--- src/rtl/btn_cmd_ctrl_pkg.sv ---
// Shared definitions for the push-button command controller.
//   run_state_t     : run/stop FSM encoding used by btn_cmd_ctrl
//   DB_SAMPLES_MIN/MAX : legal range for the debounce history depth
//   CH_*            : channel index of each button in the debouncer bank
//   clamp_db()      : folds a requested debounce depth into the legal range
package btn_cmd_ctrl_pkg;

  typedef enum logic {
    STOP = 1'b0,
    RUN  = 1'b1
  } run_state_t;

  localparam int DB_SAMPLES_MIN = 2;
  localparam int DB_SAMPLES_MAX = 16;

  localparam int CH_RUN  = 0;
  localparam int CH_CLR  = 1;
  localparam int CH_DIR  = 2;
  localparam int NUM_BTN = 3;

  function automatic int clamp_db(input int n);
    if (n < DB_SAMPLES_MIN) return DB_SAMPLES_MIN;
    if (n > DB_SAMPLES_MAX) return DB_SAMPLES_MAX;
    return n;
  endfunction

endpackage

--- src/rtl/btn_debounce.sv ---
// One push-button channel: 2-FF synchronizer, tick-sampled history,
// debounced level and a one-clk press pulse on the rising debounced level.
//   clk   : system clock
//   rst   : asynchronous active-low reset
//   tick  : shared one-clk sample strobe
//   btn   : raw asynchronous button (active-high)
//   press : one-clk pulse, the cycle after the debounced level rises
module btn_debounce
  import btn_cmd_ctrl_pkg::*;
#(
  parameter int DB_SAMPLES = 8
) (
  input  logic clk,
  input  logic rst,
  input  logic tick,
  input  logic btn,
  output logic press
);

  logic [1:0]            sync_reg;
  logic [DB_SAMPLES-1:0] hist_reg;
  logic [DB_SAMPLES-1:0] hist_shift;
  logic                  level_reg;
  logic                  level_d_reg;

  // Level decision uses the history including the sample taken this tick,
  // so the level moves on the same edge as the deciding sample.
  assign hist_shift = {hist_reg[DB_SAMPLES-2:0], sync_reg[1]};

  always_ff @(posedge clk or negedge rst) begin
    if (!rst) begin
      sync_reg    <= '0;
      hist_reg    <= '0;
      level_reg   <= 1'b0;
      level_d_reg <= 1'b0;
      press       <= 1'b0;
    end else begin
      sync_reg <= {sync_reg[0], btn};
      if (tick) begin
        hist_reg <= hist_shift;
        if (&hist_shift) begin
          level_reg <= 1'b1;
        end else if (~|hist_shift) begin
          level_reg <= 1'b0;
        end
      end
      level_d_reg <= level_reg;
      // Rising edge of the debounced level only; releases are silent.
      press       <= level_reg & ~level_d_reg;
    end
  end

endmodule

--- src/rtl/btn_cmd_ctrl.sv ---
// Three-button command controller: run/stop toggle, counter clear and
// count-direction toggle, with debounced inputs and flop-driven outputs.
//   clk     : system clock, all state on rising edge
//   rst     : asynchronous active-low reset
//   btn_run : raw button, press toggles run/stop
//   btn_clr : raw button, press forces STOP and pulses sw1_clr
//   btn_dir : raw button, press toggles sw2_inc
//   sw0_stp : 1 = counter stopped
//   sw1_clr : one-clk clear pulse
//   sw2_inc : 0 = count up, 1 = count down
module btn_cmd_ctrl
  import btn_cmd_ctrl_pkg::*;
#(
  parameter int DIV_DEBOUNCE = 100_000,
  parameter int DB_SAMPLES   = 8
) (
  input  logic clk,
  input  logic rst,
  input  logic btn_run,
  input  logic btn_clr,
  input  logic btn_dir,
  output logic sw0_stp,
  output logic sw1_clr,
  output logic sw2_inc
);

  localparam int            CW        = (DIV_DEBOUNCE > 1) ? $clog2(DIV_DEBOUNCE) : 1;
  localparam logic [CW-1:0] TICK_LAST = CW'(DIV_DEBOUNCE - 1);
  // Out-of-range depths are folded into the supported range.
  localparam int            DB_EFF    = clamp_db(DB_SAMPLES);

  logic [CW-1:0]      tick_cnt_reg;
  logic               tick;
  logic [NUM_BTN-1:0] btn_raw;
  logic [NUM_BTN-1:0] press;
  run_state_t         state_reg;
  run_state_t         state_next;

  // Free-running sample divider; the first tick lands DIV_DEBOUNCE clk
  // after reset release.
  always_ff @(posedge clk or negedge rst) begin
    if (!rst) begin
      tick_cnt_reg <= '0;
    end else if (tick) begin
      tick_cnt_reg <= '0;
    end else begin
      tick_cnt_reg <= tick_cnt_reg + CW'(1);
    end
  end

  assign tick = (tick_cnt_reg == TICK_LAST);

  assign btn_raw[CH_RUN] = btn_run;
  assign btn_raw[CH_CLR] = btn_clr;
  assign btn_raw[CH_DIR] = btn_dir;

  generate
    for (genvar gi = 0; gi < NUM_BTN; gi++) begin : g_btn
      btn_debounce #(
        .DB_SAMPLES(DB_EFF)
      ) u_debounce (
        .clk  (clk),
        .rst  (rst),
        .tick (tick),
        .btn  (btn_raw[gi]),
        .press(press[gi])
      );
    end
  endgenerate

  // Clear has priority: a run press in the same cycle is dropped.
  always_comb begin
    state_next = state_reg;
    if (press[CH_CLR]) begin
      state_next = STOP;
    end else if (press[CH_RUN]) begin
      state_next = (state_reg == STOP) ? RUN : STOP;
    end
  end

  // Outputs are registered from the next-state decode so sw1_clr and the
  // STOP indication appear on the same edge.
  always_ff @(posedge clk or negedge rst) begin
    if (!rst) begin
      state_reg <= STOP;
      sw0_stp   <= 1'b1;
      sw1_clr   <= 1'b0;
      sw2_inc   <= 1'b0;
    end else begin
      state_reg <= state_next;
      sw0_stp   <= (state_next == STOP);
      sw1_clr   <= press[CH_CLR];
      sw2_inc   <= sw2_inc ^ press[CH_DIR];
    end
  end

endmodule

--- config.mk ---
export PLATFORM = sky130hd
export DESIGN_NAME = btn_cmd_ctrl
export DESIGN_NICKNAME = d
export VERILOG_FILES = /design/src/rtl/btn_cmd_ctrl_pkg.sv /design/src/rtl/btn_debounce.sv /design/src/rtl/btn_cmd_ctrl.sv
export SDC_FILE = /design/constraint.sdc
export NUM_CORES = 1
export LEC_CHECK = 0
export ABC_AREA = 1
export CAP_MARGIN = 20
export CORE_AREA = 4 4 67 69
export CTS_CLUSTER_DIAMETER = 40
export CTS_CLUSTER_SIZE = 30
export DETAILED_ROUTE_END_ITERATION = 16
export DIE_AREA = 0 0 71 73
export DONT_BUFFER_PORTS = 1
export PLACE_DENSITY = 0.81
export SYNTH_ARGS = -nofsm -noshare
export SYNTH_HDL_FRONTEND = slang
export SYNTH_SLANG_ARGS = --single-unit
--- constraint.sdc ---
create_clock -name clk -period 2.4 [get_ports clk]
set_input_delay 0.24 -clock clk [delete_from_list [all_inputs] [get_ports clk]]
set_output_delay 0.24 -clock clk [all_outputs]
set_load 0.05 [all_outputs]
==> flow_summary.json <==
{
  "slew_headroom": 0.6797,
  "dieWidth_um": 71,
  "cts_buffers": 9,
  "irDropWorstVdd_mv": 0.5100,
  "viasPerCell": 5.158,
  "design_area_mm2": 0.002826,
  "core_mm2": 0.003914,
  "crit_type": "reg -> reg",
  "final_hold_viol_count": 0,
  "dp_worst_setup_slack_ps": 740.5,
  "clkTransAtPathRegs_ps": 60,
  "synth_warnings": 0,
  "drc": 0,
  "grt_first_pass_wirelength_um": 7783,
  "drt-initial-drc-count": 166,
  "route.vias.total": 1831,
  "worstPathMaxFanout": 41,
  "wl_um": 4429,
  "syn_inst": 289,
  "critPathMaxStageDelay_ps": 370,
  "p_total_mw": 1.874,
  "dp_hpwl_um": 3004,
  "fin_skew_ps": 5.899,
  "largest_register_ffs": 21,
  "slowest_stage": "dfrtp_1",
  "outcome": "completed",
  "timing.final.ws_setup_ps": 753.8,
  "synth-seq-cells": 57,
  "io_pins": 8,
  "end_kind": "flip-flop",
  "fin_nets": 307,
  "wl_per_cell_um": 12.48,
  "tns_ps": 0,
  "port_buffers": 0,
  "startpoint_type": "flip-flop",
  "place_area_mm2": 0.002564,
  "start_util": 0.6506,
  "drv_cap": 0,
  "dp_cells": 335,
  "worst_pin_slew_ps": 480.4,
  "htreeDepth": 3,
  "antenna_found_initial": 0,
  "dieArea_mm2": 0.005183,
  "die_h_um": 73,
  "clock_sinks": 57,
  "cts-root-buf": "clkbuf_8",
  "cp.arrival_ps": 1890,
  "synth-seq-area-share": 0.5607,
  "grt_max_degree": 58,
  "grt_pass1_vias": 1806,
  "synthDistinctLibCells": 26,
  "syn_avg_cell_area_um2": 8.810,
  "rows": 23,
  "crit_chain": "ha_1, nand3_4, clkinv_2, nand3_2, nor2_4, buf_4, nand2_1, o21ai_0",
  "cts_setup_buffers": 0,
  "fin_crit_ps": 1646,
  "power_density_mw_per_mm2": 663.1,
  "critPathRequiredTime_ps": 2640,
  "rsz0062_at_grt": "no",
  "antenna_cells": 0,
  "clockBufferDepth": 2,
  "place.gp.congestion": 0.8527,
  "syn-num-nets": 295,
  "cts_tree": "yes",
  "min-delay-path-class": "reg -> reg",
  "total_leakage_power_nw": 1.414,
  "drive_above_1_share": 0.1180,
  "first_pass_iters": 4,
  "area_growth_pct": 11.01,
  "syn_area_mm2": 0.002546,
  "period_share": 0.6859,
  "drv_slew": 0,
  "antenna_left": 0,
  "clk_latency_ps": 330,
  "setup_viol": 0,
  "fmax_mhz": 607.4,
  "grt_overflow_total": 0,
  "grt_use_total": 0.1984,
  "finalNonFillerCells": 355
}
cells in the final DEF, fill, tap and decap left out, types with 4 or more instances in the layout:
cell,n
clkbuf_8,11
dlygate4sd3_1,4
nand2_1,65
nor2_1,45
nand3_2,4
o21ai_0,14
nand4_1,7
inv_1,42
xor2_1,7
dfrtp_1,56
o21ai_2,5
nand3_1,20
critical path, delay by kind of cell (launching register included):
kind                     cells  cell delay [ps]
buffers and inverters        2              430
adder cells (fa/ha/maj)      1              240
AND/OR/NAND/NOR              4              400
AO/OA/AOI/OAI                1              100
flip-flops                   1              370
logic make-up after synthesis:
group	Yosys count	synth area share
XOR/XNOR	8	0.02752
adder cells (fa/ha/maj)	1	0.004913
AND/OR/NAND/NOR	151	0.2688
buffers and inverters	50	0.08747
AO/OA/AOI/OAI	22	0.05061
flip-flops	57	0.5607
power breakdown:
part	internal [mW]	switching, mW	leakage [nW]
Combinational	0.0108	0.0212	0.547
Clock	0.527	0.346	0.102
Sequential	0.967	0.00269	0.765
Total	1.50	0.370	1.41
layer usage:
layer  global-route usage  wire (um)  vias up
met5                    0          0        -
met4              0.07724         75        0
met3              0.08540        243       10
met2               0.3285       2198       39
met1               0.2288       1911      868
li1                     -          -      914
synthesized netlist by cell type, drive strengths merged:
cell type	n	area, um^2
nand2	67	256.5
dfrtp	56	1401
nor2	48	192.7
inv	44	165.2
nand3	25	157.7
o21ai	20	118.9
nand4	7	43.79
xor2	7	61.31
buf	5	52.55
nor3	3	26.28
a21oi	2	10.01
clkinv	1	5.000
dfstp	1	26.28
ha	1	12.51
nand3b	1	7.510
xnor2	1	8.760
layout make-up:
type,instances,area (um^2)
fill,290,1087
sequential,57,1428
clock buffer,12,155.1
inverter,45,170.2
multi-input combinational,182,895.9
clock inverter,3,40.04
timing repair buffer,6,75.07
tap,50,62.56
per-stage QoR:
step,hold WS (ps),util
6_report,350.4,0.7222
4_1_cts,356.4,0.7222
5_1_grt,357.1,0.7222
3_3_place_gp,-54.00,0.6551
2_1_floorplan,-55.59,-
3_5_place_dp,-53.95,0.6551
path summary, 6_finish.rpt:
path / end / startpoint / cells past startpoint / slack [ps]
max in group asynchronous: sw0_stp$_DFF_PN1_ / rst / 2 / 1680
hold / removal: g_btn[2].u_debounce.sync_reg[1]$_DFF_PN0_ / g_btn[2].u_debounce.sync_reg[0]$_DFF_PN0_ / 0 / 350
setup / recovery: g_btn[2].u_debounce.hist_reg[3]$_DFFE_PN0N_ / tick_cnt_reg[0]$_DFF_PN0_ / 8 / 750
setup reg to reg: g_btn[2].u_debounce.hist_reg[3]$_DFFE_PN0N_ / tick_cnt_reg[0]$_DFF_PN0_ / 8 / 750
hold reg to reg: g_btn[2].u_debounce.sync_reg[1]$_DFF_PN0_ / g_btn[2].u_debounce.sync_reg[0]$_DFF_PN0_ / 0 / 350
min in group asynchronous: tick_cnt_reg[8]$_DFF_PN0_ / rst / 2 / 430
what timing repair did:
item	CTS	global route
resized for setup	0	0
hold buffers	5	0
endpoints found under the hold margin	60	0
setup endpoints to repair	0	0
No activity file was read; power rests on OpenSTA's default activity.
